--- config.mk ---
export PLATFORM = sky130hd
export DESIGN_NAME = fetch_stage
export DESIGN_NICKNAME = d
export VERILOG_FILES = /design/src/rtl/mips_pkg.sv /design/src/rtl/pc_reg.sv /design/src/rtl/fetch_stage.sv
export SDC_FILE = /design/constraint.sdc
export NUM_CORES = 1
export LEC_CHECK = 0
export CORE_MARGIN = 3
export CORE_UTILIZATION = 50
export CTS_CLUSTER_SIZE = 20
export DETAILED_ROUTE_END_ITERATION = 10
export PLACE_DENSITY = 0.94
export SETUP_SLACK_MARGIN = 0.02
export SLEW_MARGIN = 20
export SYNTH_ARGS = -nofsm -noshare
export SYNTH_HDL_FRONTEND = slang
export SYNTH_HIERARCHICAL = 1
export SYNTH_SLANG_ARGS = --single-unit
--- constraint.sdc ---
create_clock -name clk -period 5.7 [get_ports clk]
set_clock_uncertainty 0.2 [all_clocks]
set_input_delay 0.855 -clock clk [delete_from_list [all_inputs] [get_ports clk]]
set_output_delay 0.855 -clock clk [all_outputs]
set_load 0.01 [all_outputs]
--- src/rtl/mips_pkg.sv ---
// Shared MIPS core constants: instruction width, PC step, NOP encoding and opcodes.
package mips_pkg;

    localparam int unsigned INSTR_W = 32;
    localparam logic [31:0] PC_STEP = 32'd4;
    localparam logic [INSTR_W-1:0] NOP_INSTR = 32'h0000_0000;

    // Primary opcode field values used by fetch, decode and the stall controller.
    localparam logic [5:0] OP_RTYPE = 6'h00;
    localparam logic [5:0] OP_J     = 6'h02;
    localparam logic [5:0] OP_JAL   = 6'h03;
    localparam logic [5:0] OP_BEQ   = 6'h04;
    localparam logic [5:0] OP_BNE   = 6'h05;
    localparam logic [5:0] OP_ADDI  = 6'h08;
    localparam logic [5:0] OP_ADDIU = 6'h09;
    localparam logic [5:0] OP_ORI   = 6'h0D;
    localparam logic [5:0] OP_LUI   = 6'h0F;
    localparam logic [5:0] OP_LW    = 6'h23;
    localparam logic [5:0] OP_SW    = 6'h2B;

endpackage

--- src/rtl/pc_reg.sv ---
// Program counter: redirect beats stall beats sequential increment.
module pc_reg
    import mips_pkg::*;
#(
    parameter logic [31:0] RESET_PC = 32'h0000_3000
) (
    input  logic        clk_i,
    input  logic        rst_ni,
    input  logic        stall_i,
    input  logic        redirect_en_i,
    input  logic [31:0] redirect_target_i,
    output logic [31:0] pc_o
);

    logic [31:0] pc_q;
    logic [31:0] pc_d;
    logic [31:0] target_aligned;

    // Low two target bits are forced to zero so the PC stays word aligned.
    assign target_aligned = redirect_target_i & 32'hFFFF_FFFC;

    always_comb begin
        pc_d = pc_q;
        if (redirect_en_i) begin
            pc_d = target_aligned;
        end else if (!stall_i) begin
            pc_d = pc_q + PC_STEP;
        end
    end

    always_ff @(posedge clk_i or negedge rst_ni) begin
        if (!rst_ni) begin
            pc_q <= RESET_PC;
        end else begin
            pc_q <= pc_d;
        end
    end

    assign pc_o = pc_q;

endmodule

--- src/rtl/fetch_stage.sv ---
// Instruction fetch stage: owns the PC, addresses the instruction ROM and holds the IF/ID register.
module fetch_stage
    import mips_pkg::*;
#(
    parameter logic [31:0] RESET_PC = 32'h0000_3000,
    parameter int unsigned IMEM_AW  = 10,
    parameter int unsigned CNT_W    = 32
) (
    input  logic               clk,
    input  logic               rst,
    input  logic               stall,
    input  logic               flush,
    input  logic               redirect_en,
    input  logic [31:0]        redirect_target,
    output logic [IMEM_AW-1:0] imem_addr,
    input  logic [31:0]        imem_rdata,
    output logic [31:0]        if_pc,
    output logic [31:0]        id_instr,
    output logic [31:0]        id_pc,
    output logic [31:0]        id_pc4,
    output logic               id_valid,
    output logic [CNT_W-1:0]   fetch_cnt
);

    logic [31:0] pc;

    logic [INSTR_W-1:0] instr_q, instr_d;
    logic [31:0]        id_pc_q, id_pc_d;
    logic [31:0]        id_pc4_q, id_pc4_d;
    logic               valid_q, valid_d;
    logic [CNT_W-1:0]   cnt_q, cnt_d;
    logic               load;

    pc_reg #(
        .RESET_PC(RESET_PC)
    ) u_pc_reg (
        .clk_i            (clk),
        .rst_ni           (rst),
        .stall_i          (stall),
        .redirect_en_i    (redirect_en),
        .redirect_target_i(redirect_target),
        .pc_o             (pc)
    );

    // ROM index silently drops PC bits above the ROM's address range.
    assign imem_addr = pc[IMEM_AW+1:2];

    // IF/ID next state: a kill (flush or redirect) wins over stall; PC fields hold on a kill.
    always_comb begin
        instr_d  = instr_q;
        id_pc_d  = id_pc_q;
        id_pc4_d = id_pc4_q;
        valid_d  = valid_q;
        load     = 1'b0;
        if (flush || redirect_en) begin
            instr_d = NOP_INSTR;
            valid_d = 1'b0;
        end else if (!stall) begin
            instr_d  = imem_rdata;
            id_pc_d  = pc;
            id_pc4_d = pc + PC_STEP;
            valid_d  = 1'b1;
            load     = 1'b1;
        end
    end

    assign cnt_d = load ? cnt_q + CNT_W'(1) : cnt_q;

    always_ff @(posedge clk or negedge rst) begin
        if (!rst) begin
            instr_q  <= NOP_INSTR;
            id_pc_q  <= 32'h0000_0000;
            id_pc4_q <= 32'h0000_0000;
            valid_q  <= 1'b0;
            cnt_q    <= '0;
        end else begin
            instr_q  <= instr_d;
            id_pc_q  <= id_pc_d;
            id_pc4_q <= id_pc4_d;
            valid_q  <= valid_d;
            cnt_q    <= cnt_d;
        end
    end

    assign if_pc     = pc;
    assign id_instr  = instr_q;
    assign id_pc     = id_pc_q;
    assign id_pc4    = id_pc4_q;
    assign id_valid  = valid_q;
    assign fetch_cnt = cnt_q;

endmodule

==> results of run 1 <==
[power breakdown]
part           switching (mW)  internal (mW)  leakage (nW)  total (mW)
registers               0.135           1.23          2.03        1.37
clock network           0.458          0.684         0.275        1.14
logic                   0.274          0.340          2.06       0.614
total                   0.868           2.26          4.37        3.13
[stage by stage]
stage | setup slack (ns) | instances | hold WS (ns)
2_1_floorplan | 3.04 | 724 | 0.304
3_3_place_gp | 2.04 | 1100 | 0.258
3_5_place_dp | 2.04 | 1100 | 0.260
4_1_cts | 2.36 | 1132 | 0.272
5_1_grt | 2.12 | 1132 | 0.299
6_report | 2.37 | 1132 | 0.271
[critical path, cell delays in order]
cell and delay [ns]:
clkdlybuf4s50_1 0.68, nor4b_1 0.50, nor4b_2 0.68, and2_0 0.40
nand4_1 0.17, xnor2_1 0.15
[area by class of cell]
| cell class | count | area (um2) | area share, % |
|---|---|---|---|
| sequential | 157 | 3930 | 38.4 |
| inverter | 14 | 52.6 | 0.514 |
| clock buffer | 21 | 470 | 4.60 |
| tap | 180 | 225 | 2.20 |
| clock inverter | 11 | 131 | 1.28 |
| multi-input combinational | 508 | 3020 | 29.5 |
| timing repair buffer | 241 | 2400 | 23.4 |
[registers in the layout, indices dropped and copies added, names as in the netlist]
register       count
fetch_cnt         32
id_pc4            30
id_instr          32
u_pc_reg/pc_o     30
id_pc             32
id_valid           1
[path summary, 6_finish.rpt]
path                                  start            end  slack, ns  depth (start not counted)
setup / recovery                      stall  fetch_cnt[27]       2.37                          6
hold / removal                fetch_cnt[31]  fetch_cnt[31]       0.27                          1
setup reg to reg           u_pc_reg/pc_o[9]     id_pc4[25]       2.80                          5
hold reg to reg               fetch_cnt[31]  fetch_cnt[31]       0.27                          1
max in group asynchronous               rst       id_pc[6]       3.82                          2
min in group asynchronous               rst  fetch_cnt[12]       0.37                          1
[layer usage]
layer / routed length, um / part of all wire (%) / track usage, % / up-vias
met5: 0 / 0 / 0 / -
met4: 444 / 2.2 / 9.21 / 0
met3: 1510 / 7.4 / 6.53 / 42
met2: 10300 / 50 / 43.2 / 280
met1: 8230 / 40 / 32.8 / 3012
li1: - / - / - / 2868
[cells in the final DEF, fill, tap and decap left out, types with 3 or more instances in the layout]
master,n
dfrtp_1,155
nor4_1,5
inv_1,14
clkdlybuf4s50_1,233
clkbuf_16,17
and4_1,6
xor2_1,27
ha_1,3
a22o_1,32
buf_4,6
nand2_1,183
nor4_2,4
nor3_1,15
nor4_4,3
clkbuf_8,4
o21ai_0,53
nor2_1,22
xnor2_1,59
clkinvlp_4,6
nand4_1,20
nand3_1,30
and3_1,7
o21ai_1,7
inv_6,3
[cell families after synthesis]
kind of cell               count (synthesis)  synth area share (%)
DFF                                      157                  54.4
and+or+nand+nor                          320                  21.9
buffers and inverters                     59                  3.98
muxes                                      2                 0.294
AOI/OAI and AO/OA                         94                  8.24
other                                      1                0.0519
xor gates and xnor gates                  87                  10.6
adders and majority gates                  3                 0.519
==> results.md, run 1 <==
* Status: finished clean
* Clock sink total at 157
* Count of TritonRoute iterations in the first routing pass at 5
* Vias at around 6,200
* Synth Warn # at 6
* CTS root buf: clkbuf_16
* Area growth, synth to finish at 41.6%
* Final setup vio count at 0
* Chip width at around 130 um
* Worst slew margin at 23.3%
* Flops & latches, synth at 157
* Largest cells by area after synthesis: dfrtp_1 54%, nand2_1 9.5%, xnor2_1 7.2%
* Clk_lat worst skew at 0.42 ns
* Mapped Area at 0.00723 mm2
* Die footprint at 0.0159 mm2
* Post-synth top area share at 53.7%
* CP Capture Type: flip-flop
* Fillers at 976
* Register area share after synthesis at around 54%
* Post-DP HPWL at 14.3 mm
* Crit path kind: primary input to flip-flop
* Core area at between 0.01 and 0.015 mm2
* RSZ-0062 raised after global routing: no
* Routed Antenna Nets at 0
* Cells after Synth at 723
* Clk pin slew, worst setup/hold paths at roughly 0.060 ns
* Total power at 3.13 mW
* Initial antenna violation count at 0
* DR WL/cell at 18.1 um
* Post-synth EDFFs at 0
* Largest net degree at the start of global routing at ~120
* Final instance area at ~0.010 mm2
* Vias in the first global route at approximately 6,200
* Fraction of layout cells with a size suffix above 1 at between 6 and 7%
* Routability cong. at 0.824
* Fmax at 300 MHz
* Drt drc at 0
* Final Util at 73.1%
* Setup TNS at 0 ns
* Area leader, netlist: dfrtp_1
* # diodes at 0
* PostCTS Resize Cnt at 0
* Top-count cell post-synth: nand2_1
* Overall track demand over capacity in global routing at 25.8%
* CTS H-tree lvls at 4
* Cell variety after synth at 47
* Max Slew Vio Count at 0
* DR vias/cell at 5.48
* Max-cap violations at 0
* Final period utilization at 58.5%
* Tmin final at roughly 3.3 ns
* Worst path arrival time at about 3.4 ns
* CTS tree: built
* Starting DRT DRC Count at around 310
* Commonest cells in the synthesized netlist: 183 x nand2_1, 155 x dfrtp_1, 59 x xnor2_1
* WL final at around 20 mm
* CP Launch Type: primary input
* Crit Path Max Fanout at 12
* Bufs on Longest Clock Path at 2
* Fin nets at 1,011
* CTS Buf Count at 17
* I/O Buffers at roughly 240
* Synth Flop Type: dfrtp_1
* Data required time at the worst endpoint at 5.81 ns
* Number of hold violations in the final report at 0
* Row Count at between 40 and 50
* Pwr Density at 306 mW/mm2
* Async set-reset flop share out of synthesis at between 90% and 100%
* Grt total ovfl at 0
* Placed cell area at 0.00963 mm2
* First-pass GRT wire length at roughly 33 mm
* Die Span Y at 126 um
* Leak Pwr at 4.37 nW
* Synth Area per Inst at 10.0 um2
* Hold_buf cts at 0
* Starting density of the core at between 50% and 60%
* Hold Crit Class: flip-flop to flip-flop
* Peak VDD IR at ~0.19 mV
* Worst Tran Pin Value at between 1 and 1.5 ns
* Total setup buffers inserted after CTS at 0
* Ports at 240
No activity file was read; power rests on OpenSTA's default activity.
==> run 2: changes to the inputs <==
- CORE_UTILIZATION: 50 -> 42
- PLACE_DENSITY: 0.94 -> 0.85
- clock period: 5.7 -> 2.8 ns (I/O delays scaled with it)
==> results.md, run 2 (synthesis gave the netlist of run 1 again) <==
* Grt total ovfl at 0 (unchanged)
* Crit path kind: flip-flop to flip-flop
* Tmin final at approximately 2.6 ns
* # diodes at 0 (unchanged)
* Vias in the first global route at 6,378 (+2.4%)
* Starting DRT DRC Count at 312 (+1.3%)
* Critical path's top delay family: simple AND/OR/NAND/NOR gates
* Area growth, synth to finish at 45.4%
* Max Slew Vio Count at 0 (unchanged)
* RSZ-0062 raised after global routing: no
* Fraction of layout cells with a size suffix above 1 at 9.48% (+2.7 points)
* CTS root buf: clkbuf_16
* First-pass GRT wire length at 33.1 mm (+1.2%)
* DR vias/cell at 5.13 (-6.3%)
* Flop2flop setup slack at 0.25 ns (-2.55 ns)
* Starting density of the core at 43.3% (-8.4 points)
* Setup TNS at 0 ns (unchanged)
* Fillers at 1,383 (+42%)
* Core area at 0.0167 mm2 (+19%)
* Clk_lat worst skew at 0.42 ns (about the same)
* Commonest non-fill, non-tap cell in the layout: clkdlybuf4s50_1
* Worst slew margin at 57.7% (+34 points)
* Overall track demand over capacity in global routing at 22.4% (-3.4 points)
* Count of TritonRoute iterations in the first routing pass at 4 (-1)
* Worst Tran Pin Value at 0.629 ns (-0.510 ns)
* Final period utilization at 91.2%
* Initial antenna violation count at 0 (unchanged)
* CTS tree: built
* Routed Antenna Nets at 0 (unchanged)
* I/O Buffers at 235 (unchanged)
* Reg-to-reg critical path startpoint: u_pc_reg/pc_o[12]
* DR WL/cell at 17.3 um (-4.3%)
* Number of hold violations in the final report at 0 (unchanged)
* CTS H-tree lvls at 4 (unchanged)
* Row Count at 47 (+9.3%)
* Status: finished clean
* Clk pin slew, worst setup/hold paths at 0.07 ns (about the same)
* Routability cong. at 0.855 (+3.9%)
* Drt drc at 0 (unchanged)
* CP Launch Type: flip-flop
* Most frequent cells in the layout: 233 x clkdlybuf4s50_1, 183 x nand2_1, 155 x dfrtp_1
* Sequential cell area at 0.00393 mm2 (unchanged)
* Die footprint at 0.0188 mm2 (+18%)
* PostCTS Resize Cnt at 0 (unchanged)
* Reg2reg end: u_pc_reg/pc_o[26]
* Crit Path Max Fanout at 7 (-5)
* Crit path from: u_pc_reg/pc_o[12]
* Final Hold Slack at 0.132 ns (-0.140 ns)
* Fin nets at 1,040 (+2.9%)
* Pwr Density at 600 mW/mm2 (+96%)
* Ports at 240 (unchanged)
* Slowest stage cell on the critical path: dfstp_2
* CP Capture Type: flip-flop
* Clock sink total at 157 (unchanged)
* Die Span Y at 137 um (+8.7%)
* CP Cell Sequence: and3_1, nand4_1, buf_4, nor4_2, xnor2_1, o21ai_0
* Post-DP HPWL at 14.8 mm (+3.5%)
* FF-to-FF path depth at 6 (+1)
* CP Capture Point: u_pc_reg/pc_o[26]
* Hold Crit Class: primary input to flip-flop
* WL final at 20.8 mm (+1.5%)
* Vias at 6,164 (-0.61%)
* Chip width at 137 um (+8.7%)
* Final setup vio count at 0 (unchanged)
* CTS Buf Count at 17 (unchanged)
* Fmax at 391 MHz
* Bufs on Longest Clock Path at 2 (unchanged)
* CP bufs+invs at 1 (unchanged)
* Leak Pwr at 4.51 nW (+3.2%)
* Critical Path Max Stage Delay at 0.60 ns (-0.08 ns)
* Worst path arrival time at 2.63 ns (-0.81 ns)
* Max-cap violations at 0 (unchanged)
* Largest net degree at the start of global routing at 97 (-17%)
* Number of cells on the critical path at 6 (unchanged)
* Total setup buffers inserted after CTS at 0 (unchanged)
* Peak VDD IR at 0.430 mV (+130%)
* Data required time at the worst endpoint at 2.88 ns (-2.93 ns)
* Multi-input gate area at 0.00303 mm2 (+0.12%)
## run 2: cell types whose count changed in the layout (fill, tap and decap cells not counted)
cell	change
buf_12	+3
inv_8	+1
buf_4	+25
inv_6	+2
bufinv_16	-1
or3_4	+1
dlygate4sd3_1	+1
or3_2	-1
buf_6	+1
clkbuf_8	-3
## run 2: worst min path at each step
stage | from | end | slack [ns] | cells after the start
final | redirect_en | u_pc_reg/pc_o[2] | 0.13 | 2
after global routing | redirect_en | u_pc_reg/pc_o[2] | 0.18 | 2
after CTS | redirect_en | u_pc_reg/pc_o[2] | 0.11 | 2
after detailed placement | rst | fetch_cnt[13] | 0.20 | 1
after global placement | rst | fetch_cnt[16] | 0.19 | 1
after floorplan | rst | fetch_cnt[0] | -0.08 | 0
## run 2: worst register-to-register path, stage by stage, from the launching register on
cell and delay (ns):
dfstp_2 0.60, and3_1 0.35, nand4_1 0.42, buf_4 0.33
nor4_2 0.28, xnor2_1 0.14, o21ai_0 0.10
## run 2: what timing repair did
| item | 4_1_cts | 5_1_grt |
|---|---|---|
| hold buffers | 1 | 0 |
| hold endpoints to repair | 46 | 0 |
| setup endpoints to repair | 0 | 0 |
## run 2: stage by stage
stage               worst slack [ns]  util [%]  power, mW  cell area [um2]  instances
global route                   0.118      62.9       6.60            10500       1201
finish                         0.245      62.9       6.30            10500       1201
CTS                            0.282      62.9       6.37            10500       1201
floorplan                      0.492         -       3.25             7230        724
detailed placement            0.0512      59.4       4.11             9930       1168
global placement              0.0947      59.4       4.07             9930       1168
## run 2: per-layer routing
metal	routed length, um	vias to the layer above	GRT usage (%)
li1	-	2929	-
met1	8760	2963	28.6
met2	10100	241	36.7
met3	1550	31	6.39
met4	360	0	7.48
met5	0	-	0
## run 2: final cells by class
class / count / share of cell area [%]
Sequential cell: 157 / 37.4
Multi-Input combinational cell: 508 / 28.8
Timing Repair Buffer: 270 / 25.2
Clock buffer: 19 / 4.21
Tap cell: 220 / 2.62
Clock inverter: 13 / 1.24
Inverter: 14 / 0.500
## run 2: power by group
part	internal [mW]	switching (mW)
clock	1.27	0.976
sequential	2.51	0.237
combinational	0.724	0.587
